===== config.mk =====
export PLATFORM = sky130hd
export DESIGN_NAME = imem_loader
export DESIGN_NICKNAME = d
export VERILOG_FILES = /design/src/rtl/imem_loader.sv
export SDC_FILE = /design/constraint.sdc
export NUM_CORES = 1
export LEC_CHECK = 0
export ABC_AREA = 0
export CAP_MARGIN = 20
export CORE_MARGIN = 2
export CORE_UTILIZATION = 51
export DETAILED_ROUTE_END_ITERATION = 8
export GPL_TIMING_DRIVEN = 0
export PLACE_DENSITY = 0.82
export SLEW_MARGIN = 20
export SYNTH_ARGS = -nofsm -noshare
export SYNTH_HDL_FRONTEND = slang
export SYNTH_SLANG_ARGS = --single-unit

===== constraint.sdc =====
create_clock -name clk -period 2.24 [get_ports clk]
set_input_delay 0.224 -clock clk [delete_from_list [all_inputs] [get_ports clk]]
set_output_delay 0.224 -clock clk [all_outputs]
set_load 0.005 [all_outputs]

===== src/rtl/imem_loader.sv =====
// Instruction-memory program loader: parses a length-prefixed, XOR-checksummed
// little-endian byte stream into 32-bit writes and releases the core on success.
module imem_loader #(
  parameter int DEPTH = 256,
  parameter int AW    = 8
) (
  input  logic          clk,
  input  logic          rst,
  input  logic          start,
  input  logic          in_valid,
  input  logic [7:0]    in_byte,
  output logic          in_ready,
  output logic          imem_we,
  output logic [AW-1:0] imem_waddr,
  output logic [31:0]   imem_wdata,
  output logic          cpu_hold,
  output logic          done,
  output logic          error,
  output logic [AW:0]   words_loaded
);

  typedef enum logic [2:0] {
    S_IDLE, S_LEN_LO, S_LEN_HI, S_DATA, S_CSUM, S_DONE, S_ERR
  } state_t;

  state_t      state, state_n;
  logic [15:0] len;
  logic [1:0]  byte_cnt;
  logic [23:0] word_buf;
  logic [7:0]  csum;
  logic        acc;
  logic [15:0] n_hdr;
  logic [AW:0] wl_inc;
  logic        last_word;

  assign in_ready  = (state == S_LEN_LO) || (state == S_LEN_HI) ||
                     (state == S_DATA)   || (state == S_CSUM);
  assign acc       = in_valid && in_ready;
  assign n_hdr     = {in_byte, len[7:0]};
  assign wl_inc    = words_loaded + 1'b1;
  assign last_word = (byte_cnt == 2'd3) && (32'(wl_inc) == 32'(len));

  // Status flags are pure state decodes, so they track the state register exactly.
  assign done     = (state == S_DONE);
  assign error    = (state == S_ERR);
  assign cpu_hold = (state != S_DONE);

  always_comb begin
    state_n = state;
    if (start) begin
      state_n = S_LEN_LO;
    end else if (acc) begin
      case (state)
        S_LEN_LO: state_n = S_LEN_HI;
        S_LEN_HI: begin
          if (32'(n_hdr) > 32'(DEPTH)) state_n = S_ERR;
          else if (n_hdr == 16'd0)     state_n = S_CSUM;
          else                         state_n = S_DATA;
        end
        S_DATA:   if (last_word) state_n = S_CSUM;
        S_CSUM:   state_n = (in_byte == csum) ? S_DONE : S_ERR;
        default:  state_n = state;
      endcase
    end
  end

  always_ff @(posedge clk) begin
    if (rst) begin
      state        <= S_IDLE;
      len          <= '0;
      byte_cnt     <= '0;
      word_buf     <= '0;
      csum         <= '0;
      imem_we      <= 1'b0;
      imem_waddr   <= '0;
      imem_wdata   <= '0;
      words_loaded <= '0;
    end else begin
      state   <= state_n;
      imem_we <= 1'b0;
      if (start) begin
        len          <= '0;
        byte_cnt     <= '0;
        word_buf     <= '0;
        csum         <= '0;
        words_loaded <= '0;
      end else if (acc) begin
        case (state)
          S_LEN_LO: len[7:0]  <= in_byte;
          S_LEN_HI: len[15:8] <= in_byte;
          S_DATA: begin
            csum <= csum ^ in_byte;
            if (byte_cnt == 2'd3) begin
              // words_loaded < DEPTH here, so the truncation to AW bits is exact.
              imem_we      <= 1'b1;
              imem_waddr   <= words_loaded[AW-1:0];
              imem_wdata   <= {in_byte, word_buf};
              words_loaded <= wl_inc;
              byte_cnt     <= 2'd0;
            end else begin
              case (byte_cnt)
                2'd0:    word_buf[7:0]   <= in_byte;
                2'd1:    word_buf[15:8]  <= in_byte;
                default: word_buf[23:16] <= in_byte;
              endcase
              byte_cnt <= byte_cnt + 2'd1;
            end
          end
          default: ;
        endcase
      end
    end
  end

endmodule


Yosys cells after proc, flatten, opt, wreduce, memory -nomap -nowiden

Cells that the tools add are included.
W data, S select, Z words.

Order comparisons: 1
Muxes and demuxes: 9
Reductions and logical operators: 23
Bitwise operators: 6
Eq/ne operators: 13
$add $sub $neg: 2

Operators by type and width:

| cell                  | number |
|---|---|
| $eq A9 B16 Y1         | 1 |
| $gt A16 B9 Y1 const B | 1 |
| $logic_not A16 Y1     | 1 |
| $reduce_and A4 Y1     | 4 |
| $pmux W3 S4           | 1 |
| $add A9 B1 Y9 const B | 1 |
| $eq A3 B3 Y1 const B  | 3 |
| $mux W3               | 3 |
| $reduce_and A3 Y1     | 3 |
| $eq A8 B8 Y1          | 1 |
| $xor A8 B8 Y8         | 1 |
| $eq A3 B2 Y1 const B  | 2 |
| $ne A3 B3 Y1 const B  | 2 |
| $reduce_and A2 Y1     | 3 |
| $not A1 Y1            | 5 |
| $reduce_bool A5 Y1    | 1 |
| $mux W2               | 2 |
| $reduce_bool A4 Y1    | 1 |
| $reduce_or A2 Y1      | 2 |
| $reduce_or A4 Y1      | 1 |
| $eq A3 B1 Y1 const B  | 1 |
| $logic_or A1 B1 Y1    | 3 |
| $mux W1               | 3 |
| $add A2 B1 Y2 const B | 1 |
| 6 further kinds       | 7 |

Output and inout port bits: 54
Logic and storage cells: 67
Flip-flop bits (word level): 103
Bits of input ports: 12

Depth between registers and ports, before layout

Depth after elaboration: 7
Mapped depth: 9

Least setup slack after synthesis

OpenSTA, ideal clock, no wires.

Kind: register -> register
Start point: register words_loaded[1]
End point: register state[0]
Period minus slack after synthesis: 1.842 ns
Arrival: 1.715 ns
Slack: 0.398 ns
Stages on the path, launching flop included: 9
Cell sequence: dfxtp_1 > ha_1 > buf_2 > nand3b_1 > a221oi_1 > o32a_2 > nand4b_2 > a311oi_1 > nor2_1

Longest elaborated chain between the ends: 5

RTL lines:

| what                               | line | text |
|---|---|---|
| start: declaration                 | 19   | `output logic [AW:0] words_loaded` |
| start signal: assignment           | 98   | `words_loaded <= wl_inc;` |
| $add A9 B1 Y9                      | 40   | `assign wl_inc = words_loaded + 1'b1;` |
| $eq A9 B16 Y1                      | 41   | `assign last_word = (byte_cnt == 2'd3) && (32'(wl_inc) == 32'(len));` |
| $logic_and A1 B1 Y1                | 41   |  |
| $ne A3 B3 Y1 (no source line)      | n/a  |  |
| $reduce_and A3 Y1 (no source line) | n/a  |  |
| end signal: assignment             | 79   | `state <= state_n;` |
| end: declaration                   | 26   | `state_t state, state_n;` |

No other way between the ends.
A chain may end at the register's enable or synchronous reset.

Worst setup path in the final report

Ends and elaborated chain as after synthesis.

==> impl_metrics.ini <==
[route]
detail-route-antenna-nets = 0
via_per_inst = 5.54
vias = 4004
firstDrtPassIters = 5
drt-initial-drc-count = 231
drc = 0
wl_per_cell_um = 14.9
totalWireLength_um = 10800

[power]
switching_share_pct = 25.5
netSwitchingPower_mw = 0.786
power_frac_comb_pct = 4.7
seqPwrFrac_pct = 59.7
total_leakage_power_nw = 1.77
power.total_mw = 3.08
clockPowerShare_pct = 35.5
power_density_nw_per_um2 = 579
ir_worst_vdd_uv = 504
p_int_mw = 2.29

[cells_and_area]
layout.nets = 630
fin_area_um2 = 5320
areaGrowthSynthToFinish_pct = 20.6
multiInputGateArea_um2 = 2130
num_antenna_cells = 0
nFillCells = 682
regArea_um2 = 2070
drive_gt1_share_pct = 8.09

[worst_hold_path]
hp-class = in -> reg

[clock_network]
htreeDepth = 3
clockBufferDepth = 2
cts_setup_buffers = 0
clkTransAtPathRegs_ns = 0.10
cts_tree = done
cts_sinks = 103
numCtsBuffers = 9
ctsHoldBuffers = 0
ctsRootBufferMaster = clkbuf_8
clk_latency_ns = 0.38

[synthesis]
async_flop_share_pct = 0
synth_seq_cells = 103
synth-edff-count = 0
syn-num-nets = 562
synth_top_cells_by_area = dfxtp_1 (47%), nand2_1 (13%), a21oi_1 (8.1%)
synth_cell_type_count = 47
yosysSeqAreaShare_pct = 46.8
syn_area_um2 = 4410
syn_avg_cell_area_um2 = 8.09
synth_top_area_cell = dfxtp_1
yosysWarnings = 0
ys.flop_type = dfxtp_1
syn_inst = 545
synth_top_area_share_pct = 46.8

[floorplan]
die-area_um2 = 9410
fp.coreArea_um2 = 8300
fp-row-count = 33
io_pins = 66
die_w_um = 97.0
die_y_um = 97.0
start_util_pct = 53.1

[sta]
finalClockSkew_ns = 0.00813
drv_slew = 0
worst_slew_pin_slew_ns = 0.862
setup_violations = 0
final.min_clock_period_ns = 2.14
fmax_ghz = 0.467
hold_violations = 0
fin_crit_sh_pct = 95.7
rsz0062_at_grt = yes
relSlewSlack_pct = 42.1

[placed_design]
gp_congestion = 0.868
hpwlAfterDp_um = 7810
post_dp_cell_area_um2 = 5110
port_buffers = 57

[worst_setup_path]
end_kind = flop
start_kind = flop
cp_max_fo = 10
worstPathRequired_ns = 2.50
path_class = reg -> reg
worstPathArrival_ns = 2.40

[job]
drv_cap = 0

[grt]
grt_max_degree = 19
antenna_found_initial = 0
grt_pass1_vias = 3806
grtUsageTotal_pct = 23.4
gr-total-overflow = 0
grt_pass1_wl_um = 18000

[run_status]
outcome = complete, no violations
==> cells by family after synthesis <==
logic type | synth area share [%]
adder cells (fa/ha/maj) | 1.42
AND/OR/NAND/NOR | 25.1
multiplexers | 3.63
buffers and inverters | 5.22
flip-flops | 46.8
XOR/XNOR | 6.36
AO/OA/AOI/OAI | 11.5
==> per-stage QoR <==
step / std cells / setup TNS [ns] / util [%] / worst slack [ns] / hold slack [ns]
4_1_cts: 723 / 0 / 63.8 / 0.0222 / 0.193
5_1_grt: 723 / -0.0319 / 64.1 / -0.0319 / 0.202
6_report: 723 / 0 / 64.1 / 0.0971 / 0.193
3_3_place_gp: 707 / -0.0449 / 61.6 / -0.0449 / 0.441
2_1_floorplan: 545 / 0 / - / 0.398 / 0.344
3_5_place_dp: 707 / -0.190 / 61.6 / -0.135 / 0.448
==> worst max-delay path, stage by stage, from the launching register on <==
cell and delay (ns):
dfxtp_4 0.40, ha_1 0.18, clkbuf_4 0.20, nand3b_1 0.10
a221oi_1 0.34, o32a_2 0.26, nand4b_2 0.18, a311oi_2 0.30
nor2_1 0.07
==> routing by layer <==
metal | GRT usage (%) | wire length [um] | vias up
met5 | 0 | 0 | -
met1 | 29.0 | 4650 | 1902
li1 | - | - | 1932
met2 | 39.8 | 5250 | 150
met3 | 5.92 | 703 | 20
met4 | 7.58 | 198 | 0
==> flip-flops by register name (all words and copies together), names as in the netlist, 2 cells and up <==
signal / count
imem_wdata: 32
word_buf: 24
len: 16
words_loaded: 9
csum: 8
imem_waddr: 8
state: 3
byte_cnt: 2
==> synth_stat cells, types with 2 or more instances <==
cell and number:
nor4_1 4, nand3_1 14, mux2i_1 16, and3_1 4
dfxtp_1 103, nand4b_1 2, nor2_1 42, ha_1 5
inv_1 5, nor3_1 3, nand3b_1 4, o21ai_0 3
a221oi_1 2, nand2b_1 2, a21oi_1 71, a311oi_1 2
nand2_1 148, and2_1 3, xnor2_1 6, buf_4 3
or3_1 3, buf_2 13, nor2b_1 3, clkbuf_1 30
nand4_1 7, xor2_1 26
==> worst paths after layout <==
check / from / endpoint / slack [ns] / cells past startpoint
worst max register to register: words_loaded[1] / state[0] / 0.1 / 8
worst max-delay path: words_loaded[1] / state[0] / 0.1 / 8
worst min-delay path: rst / imem_wdata[14] / 0.19 / 2
worst min register to register: imem_wdata[31] / imem_wdata[31] / 0.46 / 2
==> power groups by stage <==
stage	registers (mW)	logic (mW)	clock network (mW)
after floorplan	1.88	0.0912	0
after global placement	1.88	0.137	0
after detailed placement	1.88	0.141	0
after CTS	1.84	0.141	1.11
after global routing	1.84	0.157	1.18
final	1.84	0.145	1.09
==> cell type report <==
class | count | area share (%)
Tap cell | 105 | 2.47
Timing Repair Buffer | 57 | 10.7
Buffer | 47 | 4.09
Clock inverter | 7 | 1.08
Inverter | 5 | 0.353
Clock buffer | 9 | 2.33
Sequential cell | 103 | 38.8
Multi-Input combinational cell | 390 | 40.1
==> repair_timing <==
item | in CTS | in global routing
resized for setup | 2 | 9
setup endpoints to repair | 1 | 16
endpoints found under the hold margin | 0 | 0
==> layout by cell type (no fill, tap or decap), drive strengths merged, types with 2 or more instances in the layout <==
cell type        n
inv              7
nor2            42
and3             4
nand4            7
clkinvlp         2
or3              3
nand3b           4
nand2          148
mux2i           16
a21oi           72
clkinv           3
buf             16
xnor2            6
ha               5
a221oi           2
nor3             3
xor2            26
nor4             6
nand3           14
and2             3
nand2b           2
nor2b            3
dfxtp          103
clkdlybuf4s50   57
a311oi           2
clkbuf          40
nand4b           3
o21ai            3
Note: power is estimated with default switching activity, not from simulation.
==> patch 1, RTL diff (config.mk and constraints unchanged) <==
Re-encode `state_t` (7 states) as one-hot, 7 bits wide.
--- a/src/rtl/imem_loader.sv
+++ b/src/rtl/imem_loader.sv
@@ -21,4 +21,4 @@
 
-  typedef enum logic [2:0] {
-    S_IDLE, S_LEN_LO, S_LEN_HI, S_DATA, S_CSUM, S_DONE, S_ERR
+  typedef enum logic [6:0] {
+    S_IDLE = 7'b0000001, S_LEN_LO = 7'b0000010, S_LEN_HI = 7'b0000100, S_DATA = 7'b0001000, S_CSUM = 7'b0010000, S_DONE = 7'b0100000, S_ERR = 7'b1000000
   } state_t;
Behaviour: no difference found for any inputs over 4 cycles, from zero or initial values and one cycle with rst high; so few cycles prove little.
==> patch 1 against the unedited design <==
Setup slack lost 0.040 ns. Sequential power grew 4%. Design area grew 4.2%. Sequential cell count grew 4. Critical path depth shrank 1. Global-route usage shrank 0.18 points. Area after synthesis grew 2.6%. Wire length grew 5.2%. Via count grew 3.7%. Hold slack gained 0.095 ns. Power grew 8.3%.
==> patch 1: results (changes against the unedited design) <==
Parameter                              Value

Power
  Leakage dissipation ... 1.90 nW (+7.3%)
  Switching power share of the total ... 0.252 (-0.00348)
  Internal power of the cells ... 2.49 mW (+8.8%)
  Sequential fraction of design power ... 0.574 (-0.023)
  Largest voltage drop on the vdd net ... 0.348 mV (-31%)

Critical path
  Peak per-stage delay on the critical path ... 0.59 ns (+0.19 ns)
  Worst reg-to-reg path cell count ... 7 (-1)
  Worst Setup Path Type ... reg -> reg
  CP max-delay cell ... sky130_fd_sc_hd__or4_4
  Maximum fanout count along the critical path ... 7 (-3)

Detailed routing
  Via count normalized by instance count ... 5.52 (-0.25%)
  DR WL met3 ... 706 µm (+0.43%)
  Met2 wire length ... 5480 µm (+4.5%)
  Iteration-0 DRC count of the detailed router ... 370 (+60%)
  Routed metal-1 wire length ... 4900 µm (+5.3%)
  Wire per inst ... 15.1 µm (+1.1%)

Cells and area
  Final Net Count ... 656 (+4.1%)
  Final non-clock buffer share ... 0.147 (-0.00167)
  Clock network area share ... 0.0391 (+0.00495)
  Fill cell count ... 722 (+5.9%)
  Register cell area after layout ... 0.00215 mm² (+4.2%)
  Layout cell share with drive strength beyond 1 ... 0.0839 (+0.00294)
  Multi-input logic cell count ... 405 (+3.8%)
  Relative area change from synthesis to final layout ... 22.5%
  Total area of multi-input combinational cells ... 0.00219 mm² (+2.7%)
  Number of standard cells in the final layout excluding fillers ... 752 (+4.0%)

STA
  Setup clock skew after layout ... 0.0127 ns (+0.00457 ns)
  Worst rel slew slack ... 0.405 (-0.0163)

Yosys
  Number of different library cells in the post-synthesis netlist ... 38 (-19%)
  Proportion of synthesized area in mux cells ... 0.0199 (-0.0164)
  Share of synthesized cell area in full adder, half adder and majority cells ... 0.0138 (-0.000357)
  Syn_area_per_cell ... 7.99 µm² (-1.2%)
  Seq/Total Area, Yosys ... 0.474 (+0.00593)
  Net count after synthesis ... 583 (+3.7%)
  Biggest area contributors in the synthesized netlist ... sky130_fd_sc_hd__dfxtp_1, sky130_fd_sc_hd__nand2_1, sky130_fd_sc_hd__a21oi_1, sky130_fd_sc_hd__nand3_1, sky130_fd_sc_hd__xnor2_1
  Compound-Gate Fraction of Synth Area ... 0.119 (+0.00402)

Placed design
  Setup WS pre-CTS ... -0.200 ns (-0.0658 ns)
  Cell count after placement ... 731 (+3.4%)
  Detail Placement HPWL ... 7920 µm (+1.4%)
  Global placer's final weighted congestion ... 0.880 (+1.3%)
  Placed cell area ... 0.00523 mm² (+2.3%)

Floorplanning
  FP Rows ... 34 (+3.0%)

Run status
  Outcome ... completed

GRT
  Met1 Track Usage GR ... 0.297 (+0.00649)
  Met2 routing resource usage after global routing ... 0.389 (-0.00861)
  Via count of the first global-routing pass ... 3809 (+0.079%)
  Largest net degree at the start of global routing ... 21 (+2)
  Global-route wire length before repair ... 18200 µm (+1.1%)
  GR Util met3 ... 0.0415 (-0.0177)

Worst hold path
  Hold Path Origin ... in_byte[7]
  Cell depth of the worst hold path ... 3 (+1)

CTS
  TritonCTS Sinks ... 107 (+3.9%)
-- patch 1: changes by cell type in the layout (fill, tap and decap cells not counted), moves of 4 or more --
cell / change
sky130_fd_sc_hd__a21oi_1: +8
sky130_fd_sc_hd__buf_4: +5
sky130_fd_sc_hd__inv_1: +4
sky130_fd_sc_hd__mux2i_1: -7
sky130_fd_sc_hd__nand2_1: -15
sky130_fd_sc_hd__nand3_1: +24
sky130_fd_sc_hd__nor3_1: +7
sky130_fd_sc_hd__xnor2_1: +13
sky130_fd_sc_hd__xor2_1: -8
-- patch 1: logic make-up after synthesis --
family	after synthesis
buffers and inverters	54
AOI/OAI and AO/OA	101
DFF	107
and+or+nand+nor	253
xor gates and xnor gates	37
adders and majority gates	5
muxes	9
-- patch 1: final timing paths --
path | end | slack (ns)
max reg2reg | state[3] | 0.06
max | state[3] | 0.06
min | imem_wdata[31] | 0.29
min reg2reg | imem_wdata[19] | 0.46
==> patch 2, RTL diff (config.mk and constraints unchanged) <==
Without the edit above. `AW`: 8 -> 9.
--- a/src/rtl/imem_loader.sv
+++ b/src/rtl/imem_loader.sv
@@ -4,3 +4,3 @@
   parameter int DEPTH = 256,
-  parameter int AW    = 8
+  parameter int AW    = 9
 ) (
Interface: changed (resized imem_waddr and words_loaded); port bits go from 66 to 68. The function was not compared with the original's and may differ.
==> patch 2 against the unedited design <==
Setup slack got worse by 0.044 ns. Wire length barely moved. Die area rose by 0.55%. Area after synthesis rose by 0.57%. Hold slack improved by 0.042 ns. Sequential cell count rose by 2. Design area rose by 1.9%. Sequential share of layout area rose by 0.067 points. Power rose by 4.0%. Synthesized cell count rose by 1.1%. Cell count rose by 1.5%. Largest cell class unchanged. Largest power group unchanged. Utilization fell by 1.0 points.
==> patch 2: results (changes against the unedited design) <==
Parameter                              Value

Worst hold path
  Hold Path Origin ... in_byte[4]
  Hold-critical path endpoint ... imem_wdata[28]
  Cell depth of the worst hold path ... 3 (+1)

Floorplanning
  DIE AREA ... 0.00946 mm² (+0.55%)

STA
  Worst rel slew slack ... 0.484 (+0.0633)

Placed design
  Detail Placement HPWL ... 7520 µm (-3.7%)
  Count of buffers from port buffering ... 59 (+3.5%)
  Setup WS pre-CTS ... -0.271 ns (-0.136 ns)
  Placed cell area ... 0.00516 mm² (+0.95%)
  Cell count after placement ... 718 (+1.6%)
  Global placer's final weighted congestion ... 0.934 (+7.6%)

Yosys
  Xor/xnor share of the synthesized area ... 0.0711 (+0.00754)
  Number of different library cells in the post-synthesis netlist ... 43 (-8.5%)
  Biggest area contributors in the synthesized netlist ... sky130_fd_sc_hd__dfxtp_1, sky130_fd_sc_hd__nand2_1, sky130_fd_sc_hd__a21oi_1, sky130_fd_sc_hd__mux2i_1, sky130_fd_sc_hd__xnor2_1
  Compound-Gate Fraction of Synth Area ... 0.108 (-0.00742)
  Syn_area_per_cell ... 8.05 µm² (-0.53%)
  Net count after synthesis ... 568 (+1.1%)
  Share of synthesized cell area in full adder, half adder and majority cells ... 0.0141 (-0.0000801)

Cells and area
  Clock network area share ... 0.0353 (+0.00122)
  Multi-input gate share of total cell area ... 0.401 (about the same)
  Final non-clock buffer share ... 0.145 (-0.00343)
  Final Net Count ... 639 (+1.4%)
  Post-layout instance area ... 0.00542 mm² (+1.9%)

GRT
  Gr usage total ... 0.231 (-0.00251)
  Global-route wire length before repair ... 18100 µm (+0.12%)
  GR Util met3 ... 0.0496 (-0.00961)
  Largest net degree at the start of global routing ... 18 (-1)
  Met1 Track Usage GR ... 0.292 (+0.00145)

Detailed routing
  DR WL met3 ... 545 µm (-22%)
  Routed metal-1 wire length ... 4780 µm (+2.8%)
  Wire per inst ... 14.7 µm (-1.5%)
  Iteration-0 DRC count of the detailed router ... 204 (-12%)

CTS
  TritonCTS Sinks ... 105 (+1.9%)

Critical path
  RR Endpoint ... state[2]
  Launch point of the worst path ... byte_cnt[1]
  Worst R2R Setup Slack ... 0.05 ns (-0.04 ns)
  Worst reg-to-reg path cell count ... 7 (-1)

Run status
  Outcome ... completed

Power
  Leakage dissipation ... 1.77 nW (about the same)
  Largest voltage drop on the vdd net ... 0.382 mV (-24%)
patch 2: worst max-delay path, cell delays in order, from the launching register on:
cell and delay, ns:
sky130_fd_sc_hd__dfxtp_4 0.39, sky130_fd_sc_hd__ha_4 0.15, sky130_fd_sc_hd__or4b_4 0.48, sky130_fd_sc_hd__nor4_4 0.25, sky130_fd_sc_hd__o2111a_1 0.23, sky130_fd_sc_hd__nand4_1 0.16, sky130_fd_sc_hd__nor4_4 0.29, sky130_fd_sc_hd__o2bb2ai_1 0.16
patch 2: power groups by stage:
stage / Sequential (mW) / Clock [mW] / Combinational, mW
floorplan: 1.92 / 0 / 0.0955
global placement: 1.92 / 0 / 0.141
detailed placement: 1.92 / 0 / 0.144
CTS: 1.87 / 1.19 / 0.145
global route: 1.87 / 1.27 / 0.161
finish: 1.87 / 1.18 / 0.148
patch 2: repair_timing:
action | CTS | global route
resized for setup | 8 | 6
pin swaps | 5 | 1
setup buffers | 1 | 0
setup endpoints to repair | 3 | 43
